### src/rtl/fp_align_add_seq.sv
// Sequential mantissa alignment and add/subtract stage of the floating-point adder.
// The smaller operand is shifted right over several cycles; normalisation and rounding happen downstream.
module fp_align_add_seq #(
   parameter int EXP_W           = 8,
   parameter int MAN_W           = 24,
   parameter int SHIFT_PER_CYCLE = 1
) (
   input  logic             Clk,
   input  logic             Reset,
   input  logic             Load,
   output logic             Ready,
   input  logic             S_A,
   input  logic             S_B,
   input  logic [EXP_W-1:0] E_A,
   input  logic [EXP_W-1:0] E_B,
   input  logic [MAN_W-1:0] M_A,
   input  logic [MAN_W-1:0] M_B,
   output logic             S_Result,
   output logic [EXP_W-1:0] E_Result,
   output logic [MAN_W-1:0] M_Result,
   output logic             Guard,
   output logic             Round_bit,
   output logic             Sticky,
   output logic             Carry,
   output logic             Zero,
   output logic             Busy,
   output logic             Result_valid,
   input  logic             Result_ack,
   output logic [1:0]       state_dbg
);

   // Handshakes: an operand is taken on an edge with Load=1 and Ready=1; a result is
   // offered while Result_valid=1 and released on an edge with Result_ack=1.

   localparam int EXT_W = MAN_W + 3;
   localparam int CW    = $clog2(EXT_W + 1);
   localparam logic [CW-1:0] SPC_C = CW'(SHIFT_PER_CYCLE);
   localparam logic [CW-1:0] MAX_C = CW'(EXT_W);

   typedef enum logic [1:0] {IDLE, ALIGN, ADD, DONE} state_t;

   state_t state_r, state_nx;

   logic             big_s_r, sa_r, op_r, sticky_r;
   logic [EXP_W-1:0] big_e_r;
   logic [EXT_W-1:0] big_m_r, small_r;
   logic [CW-1:0]    rem_r;

   // Capture-time ordering and shift distance
   logic             a_big;
   logic [EXP_W-1:0] d;
   logic [31:0]      d32;
   logic [CW-1:0]    dsat;

   always_comb begin
      a_big = (E_A > E_B) || ((E_A == E_B) && (M_A >= M_B));
      d     = a_big ? (E_A - E_B) : (E_B - E_A);
      d32   = 32'(d);
      dsat  = (d32 > 32'(EXT_W)) ? MAX_C : CW'(d32);
   end

   // One alignment step: shifted value plus OR of the bits falling off the LSB
   logic [CW-1:0]    amt;
   logic [EXT_W-1:0] small_sh;
   logic             lost;

   always_comb begin
      amt      = (rem_r > SPC_C) ? SPC_C : rem_r;
      small_sh = small_r >> amt;
      lost     = |(small_r & ~({EXT_W{1'b1}} << amt));
   end

   // Add/subtract on magnitude-ordered operands; sticky is folded into the LSB only here
   logic [EXT_W-1:0] small_fin, diff;
   logic [EXT_W:0]   sum;

   always_comb begin
      small_fin = small_r | {{(EXT_W-1){1'b0}}, sticky_r};
      sum       = {1'b0, big_m_r} + {1'b0, small_fin};
      diff      = big_m_r - small_fin;
   end

   always_ff @(posedge Clk or posedge Reset) begin
      if (Reset) state_r <= IDLE;
      else       state_r <= state_nx;
   end

   always_comb begin
      state_nx = state_r;
      case (state_r)
         IDLE:    if (Load) state_nx = (dsat != '0) ? ALIGN : ADD;
         ALIGN:   if (rem_r <= SPC_C) state_nx = ADD;
         ADD:     state_nx = DONE;
         DONE:    if (Result_ack) state_nx = IDLE;
         default: state_nx = IDLE;
      endcase
   end

   always_comb begin
      Ready        = (state_r == IDLE);
      Busy         = (state_r != IDLE);
      Result_valid = (state_r == DONE);
      state_dbg    = state_r;
   end

   always_ff @(posedge Clk or posedge Reset) begin
      if (Reset) begin
         big_s_r   <= 1'b0;
         sa_r      <= 1'b0;
         op_r      <= 1'b0;
         sticky_r  <= 1'b0;
         big_e_r   <= '0;
         big_m_r   <= '0;
         small_r   <= '0;
         rem_r     <= '0;
         S_Result  <= 1'b0;
         E_Result  <= '0;
         M_Result  <= '0;
         Guard     <= 1'b0;
         Round_bit <= 1'b0;
         Sticky    <= 1'b0;
         Carry     <= 1'b0;
         Zero      <= 1'b0;
      end else begin
         case (state_r)
            IDLE: begin
               if (Load) begin
                  sa_r     <= S_A;
                  op_r     <= S_A ^ S_B;
                  big_s_r  <= a_big ? S_A : S_B;
                  big_e_r  <= a_big ? E_A : E_B;
                  big_m_r  <= {(a_big ? M_A : M_B), 3'b000};
                  small_r  <= {(a_big ? M_B : M_A), 3'b000};
                  sticky_r <= 1'b0;
                  rem_r    <= dsat;
               end
            end
            ALIGN: begin
               small_r  <= small_sh;
               sticky_r <= sticky_r | lost;
               rem_r    <= rem_r - amt;
            end
            ADD: begin
               E_Result <= big_e_r;
               if (!op_r) begin
                  {Carry, M_Result, Guard, Round_bit, Sticky} <= sum;
                  S_Result <= sa_r;
                  Zero     <= (sum == '0);
               end else begin
                  Carry    <= 1'b0;
                  {M_Result, Guard, Round_bit, Sticky} <= diff;
                  // Exact cancellation yields +0
                  S_Result <= (diff == '0) ? 1'b0 : big_s_r;
                  Zero     <= (diff == '0);
               end
            end
            default: ;
         endcase
      end
   end

endmodule
### config.mk
export PLATFORM = sky130hd
export DESIGN_NAME = fp_align_add_seq
export DESIGN_NICKNAME = d
export VERILOG_FILES = /design/src/rtl/fp_align_add_seq.sv
export SDC_FILE = /design/constraint.sdc
export NUM_CORES = 1
export LEC_CHECK = 0
export ABC_AREA = 1
export BUFFER_PORTS_ARGS = -buffer_cell sky130_fd_sc_hd__buf_2
export CORE_MARGIN = 10
export CORE_UTILIZATION = 50
export CTS_BUF_LIST = sky130_fd_sc_hd__clkbuf_4
export CTS_CLUSTER_SIZE = 12
export DETAILED_ROUTE_END_ITERATION = 16
export PLACE_DENSITY = 0.73
export SETUP_SLACK_MARGIN = 0.4
export SYNTH_ARGS = -nofsm -noshare
export SYNTH_HDL_FRONTEND = slang
export SYNTH_SLANG_ARGS = --single-unit
### constraint.sdc
create_clock -name Clk -period 7.7 [get_ports Clk]
set_input_delay 1.54 -clock Clk [delete_from_list [all_inputs] [get_ports Clk]]
set_output_delay 1.54 -clock Clk [all_outputs]
set_load 0.005 [all_outputs]
# Yosys cells after proc, flatten, opt, wreduce, memory -nomap -nowiden
# Cells that the tools add are included.
[totals] register_bits=108 latch_bits=0 mem_bits_rw=0 mem_bits_ro=0 inputBits=70 word_cells=79 n_memories=0
[op_classes] n_addsub=5 n_mul=0 n_div=0 n_lt_le_gt_ge=5 eq_ne=7 shifts=2 muxes=26 bitwise=5 reduce_logical=12
[ops] op="2-to-1 mux 24 bit" count=3
[ops] op="case mux 27 bit (2 select lines)" count=1
[ops] op="adder 27 x 27 -> 28 bit" count=1
[ops] op="logical NOT 28 bit" count=1
[ops] op="AND 27 bit" count=1
[ops] op="logical NOT 27 bit" count=1
[ops] op="2-to-1 mux 27 bit" count=1
[ops] op="inverter 27 bit" count=1
[ops] op="OR 27 x 1 -> 27 bit" count=1
[ops] op="OR reduction 27 bit" count=1
[ops] op="left shift 27 x 5 -> 27 bit (first input constant)" count=1
[ops] op="right shift 27 x 5 -> 27 bit" count=1
[ops] op="subtractor 27 bit" count=1
[ops] op="greater-or-equal comparator 24 bit" count=1
[ops] op="2-to-1 mux 8 bit" count=2
[ops] op="subtractor 8 bit" count=2
[ops] op="2-to-1 mux 5 bit" count=3
[ops] op="case mux 5 bit (2 select lines)" count=1
[ops] op="2-to-1 mux 1 bit" count=9
[ops] op="== test 8 bit" count=1
[ops] op="> comparator 8 x 5 -> 1 bit (second input constant)" count=1
[ops] op="> comparator 8 bit" count=1
[ops] op="2-to-1 mux 2 bit" count=4
[ops] op="case mux 2 bit (4 select lines)" count=1
[ops] op="17 further kinds" count=21

# Longest topological paths before layout
[depth] word_depth=10 mapped_depth=20 ltp_nobuf=20

# Worst setup path after synthesis
# OpenSTA, ideal clock, no wires.
[synth_path] path_kind="input -> register" startpoint="input port E_A[0]" endpoint="register rem_r[1]" setup_time_ns=0.121 arrival_ns=3.405 required_ns=7.579 path_slack_ns=4.175 path_stages=17 path_buffers=1 cell_sequence="inv_1 ha_1 inv_1 fa_1 nand2_2 nand2_2 a21oi_2 o21bai_4 nand2_4 buf_6 nand2_2 nand2_2 nand3_4 nor2_4 nand3_2 o21ai_1 nand2_1"
[synth_between] elab_chain_len=8
[synth_rtl] element="start: declaration" line="14" source="input logic [EXP_W-1:0] E_A,"
[synth_rtl] element="branches (longest 3 deep; another with > comparator 8 bit)"
[synth_rtl] element="2-to-1 mux 8 bit (*)" line="57" source="d = a_big ? (E_A - E_B) : (E_B - E_A);"
[synth_rtl] element="> comparator 8 x 5 -> 1 bit" line="59" source="dsat = (d32 > 32'(EXT_W)) ? MAX_C : CW'(d32);"
[synth_rtl] element="2-to-1 mux 5 bit (*)" line="59"
[synth_rtl] element="2-to-1 mux 5 bit (*)" line="127" source="if (Load) begin"
[synth_rtl] element="case mux 5 bit (2 select lines) (*)" line="125" source="case (state_r)"
[synth_rtl] element="end signal: assignment" line="135" source="rem_r <= dsat;"
[synth_rtl] element="end signal: assignment" line="141" source="rem_r <= rem_r - amt;"
[synth_rtl] element="end: declaration" line="47" source="logic [CW-1:0] rem_r;"
# Every way passes the cells marked *. The select of a mux whose other input is x is not followed.
# A chain may end at the register's enable or synchronous reset.

# Final worst setup path
[layout_path] startpoint="input port E_A[2]" endpoint="register state_r[0] (netlist: state_dbg[0])"
[layout_between] elab_chain_len=10
[layout_rtl] element="branches (longest 3 deep; another with > comparator 8 bit)"
[layout_rtl] element="2-to-1 mux 8 bit (*)" line="57"
[layout_rtl] element="> comparator 8 x 5 -> 1 bit" line="59"
[layout_rtl] element="2-to-1 mux 5 bit (*)" line="59"
[layout_rtl] element="nonzero test 5 bit (*)" line="91" source="IDLE: if (Load) state_nx = (dsat != '0) ? ALIGN : ADD;"
[layout_rtl] element="2-to-1 mux 2 bit (*) (2 in series)" line="91"
[layout_rtl] element="case mux 2 bit (4 select lines) (*)" line="90" source="case (state_r)"
[layout_rtl] element="end signal: assignment" line="85" source="else state_r <= state_nx;"
[layout_rtl] element="end: declaration" line="42" source="state_t state_r, state_nx;"
# Marked as above.

==> metrics.cfg <==
[yosys]
synth_top_family_by_area=simple AND/OR/NAND/NOR gates
synth_compound_gate_area_share_pct=18.5
async_reset_ff_share_pct=100
seq_area_frac_synth_pct=26.3
synth-xor-area-share_pct=2.38
syn-num-nets=1760
syn_inst=1595
synth_cell_type_count=47
synth_edf_count=0
ys.flop_type=dfrtp_1
synth_fa_ha_area_share_pct=11.8
synth_area_sq_um=10300
synthSimpleGateAreaFrac_pct=30.5
synthMuxAreaShare_pct=0
ys_warn_count=0
ys_ff_latch=108
synth.avg_cell_area_sq_um=6.45

[timing]
tns_ns=0
fin_crit_sh_pct=57.0
clock-skew-final_ns=0.0264
slew_viol_final=0
setup_viol=0
min_period_ns=4.39
maxSlewHeadroom_pct=30.9
hold_viol=0
max_freq_mhz=228
timing.hold.ws_ns=0.503
rsz0062_at_grt=false
tightest_slew_ns=1.03

[place]
place_hpwl_um=26700
place_congestion=1.02
io_buffers=112
dp_cells=1921
dpl-instance-area_sq_um=11000

[floorplanning]
dieArea_sq_um=26700
io_pins=113
start_util_pct=50.8
die_h_um=163
rows=52
die_w_um=163
coreArea_sq_um=20200

[finish]
fin_nets=1827
drive_above_1_share_pct=10.1
stdcell_area_sq_um=11100
syn_to_final_growth_pct=8.11
stdcell_count=1938

[power]
p_per_area_nw_per_um2=477
total_leakage_power_uw=0.00600
ir_drop_uv=159

[job]
maxCapViolations=0

[detailed_routing]
vias=10730
drcViolationCount=0
drtPass1Iterations=6
routed_wl_um=32600
detail_route.iter0.violations=1004
routedWlPerCell_um=16.8
drtAntennaViolNets=0
routed_via_density=5.54

[grt]
grt_start_max_net_pins=65
globalRouteTotalUtil_pct=24.1
grt_first_pass_wirelength_um=52300
antenna_found_initial=1
grt_overflow=0
grt_pass1_vias=9992

[worst_setup_path]
cp.required_ns=8.11
worstPathArrival_ns=4.79
crit_fanout=51
start_kind=input port
end_kind=register
critical_path_class=in2reg

[cts]
cts-hold-fix-buffers=0
cts_sinks=108
cts_tree=built
clk_latency_ns=0.51
postCtsSetupBuffers=0
post_cts_resized=0
cts.clk_slew.worst_paths_ns=0.21
cts_root_buffer=clkbuf_4
htree_levels=3
cts_buffers=9
ctsLongestPathBuffers=2

[min_path]
hp-class=reg2reg

[run_status]
status=finished, final reports clean

[worst max-delay path: stages]
cell	delay (ns)
buf_2	0.10
inv_1	0.04
ha_1	0.42
nand2_2	0.11
inv_2	0.07
nand2_2	0.05
nand2_2	0.08
a21oi_2	0.09
o21bai_4	0.23
nand2_4	0.32
inv_2	0.64
buf_4	0.39
nand2_1	0.10
nand2_2	0.11
nor2_2	0.06
nor2_4	0.15
nand3_2	0.09
nand2_1	0.08
a21oi_1	0.08
[placed cells by master, fill, tap and decap left out, types with 3 or more instances in the layout]
cell / count
clkbuf_4: 9
nor2_1: 162
a31oi_1: 24
o221ai_1: 7
inv_1: 206
nand2_2: 8
dfrtp_1: 108
a21oi_1: 111
inv_2: 7
nand4_1: 32
xor2_1: 26
o21ai_1: 21
fa_1: 3
ha_1: 92
nand2_1: 415
buf_4: 6
o21ai_0: 122
nor3_1: 19
buf_2: 112
o21bai_1: 11
nand3_1: 93
nor2_2: 6
o211ai_1: 25
[final timing paths]
path	to	slack, ns	cells after the start	startpoint
max	state_dbg[0]	3.31	19	E_A[2]
min	E_Result[6]	0.50	2	E_Result[6]
max reg2reg	S_Result	4.72	15	small_r[11]
min reg2reg	E_Result[6]	0.50	2	E_Result[6]
max in group asynchronous	small_r[24]	5.42	3	Reset
min in group asynchronous	S_Result	1.04	2	Reset
[metrics by stage]
| step | setup WS, ns | utilization [%] | power [uW] |
|---|---|---|---|
| after floorplan | 3.31 | - | 3740 |
| after detailed placement | 2.79 | 54.2 | 4900 |
| final | 3.31 | 55.0 | 5310 |
| after global placement | 2.88 | 54.2 | 4860 |
| after global routing | 2.99 | 55.0 | 5840 |
| after CTS | 3.35 | 55.0 | 5220 |
[cells by family (layout without fill, tap and decap cells)]
logic type      Yosys count  count (layout)
compound gates          338             338
xor+xnor                 28              28
fa+ha+maj                95              95
buf+inv                 278             350
flops                   108             108
other cells               0               1
simple gates            748             748
[where the power goes]
part	leakage, uW	internal (uW)	switching (uW)
combinational	0.00461	1210	2730
sequential	0.00131	837	226
clock	0.0000805	79.3	227
total	0.00600	2130	3180
[layer usage]
layer	GRT usage (%)	part of all wire [%]	vias to the layer above
met5	0	0	-
met4	7.58	3.0	0
met3	3.57	7.9	54
met2	35.7	42	420
met1	35.2	47	4890
li1	-	-	5366
[area by class of cell]
type,count,area (sq um)
fillers,2062,9110
multi-input cells,1209,6510
flip-flops and latches,108,2700
inverters,216,813
repair buffers,118,606
well taps,270,338
clock inverters,7,81.3
clock buffers,9,67.6
diodes,1,2.50
[flip-flops by register name (all words and copies together) (netlist names), 2 cells and up]
name       cells
big_m_r       24
big_e_r        8
state_dbg      2
rem_r          5
small_r       27
M_Result      24
E_Result       8
[Yosys cell counts (2+ instances only)]
cell type	number	area share, %
clkinv_1	2	0.073
dfrtp_1	108	26
o21ai_0	122	5.9
nand2_2	8	0.49
o21bai_1	11	0.80
a31oi_1	24	1.5
nor3_1	19	0.92
a21o_1	2	0.15
a21oi_2	2	0.17
xor2_1	26	2.2
nand4_1	32	1.9
nand3_2	2	0.19
a21oi_1	111	5.4
clkbuf_1	35	1.3
buf_2	23	1.1
o221ai_1	7	0.60
nor4_1	2	0.12
nor2_2	5	0.30
ha_1	92	11
nand2_4	2	0.22
nand2_1	415	15
xnor2_1	2	0.17
fa_1	3	0.58
o21ai_2	2	0.17
a221o_1	2	0.19
o32ai_1	2	0.17
inv_2	7	0.26
nand3_1	93	4.5
o21ai_1	22	1.1
buf_4	2	0.15
o211ai_1	25	1.8
inv_1	207	7.6
nand3_4	2	0.34
nor2_1	163	5.9
Power figures use the tool's default switching activity.
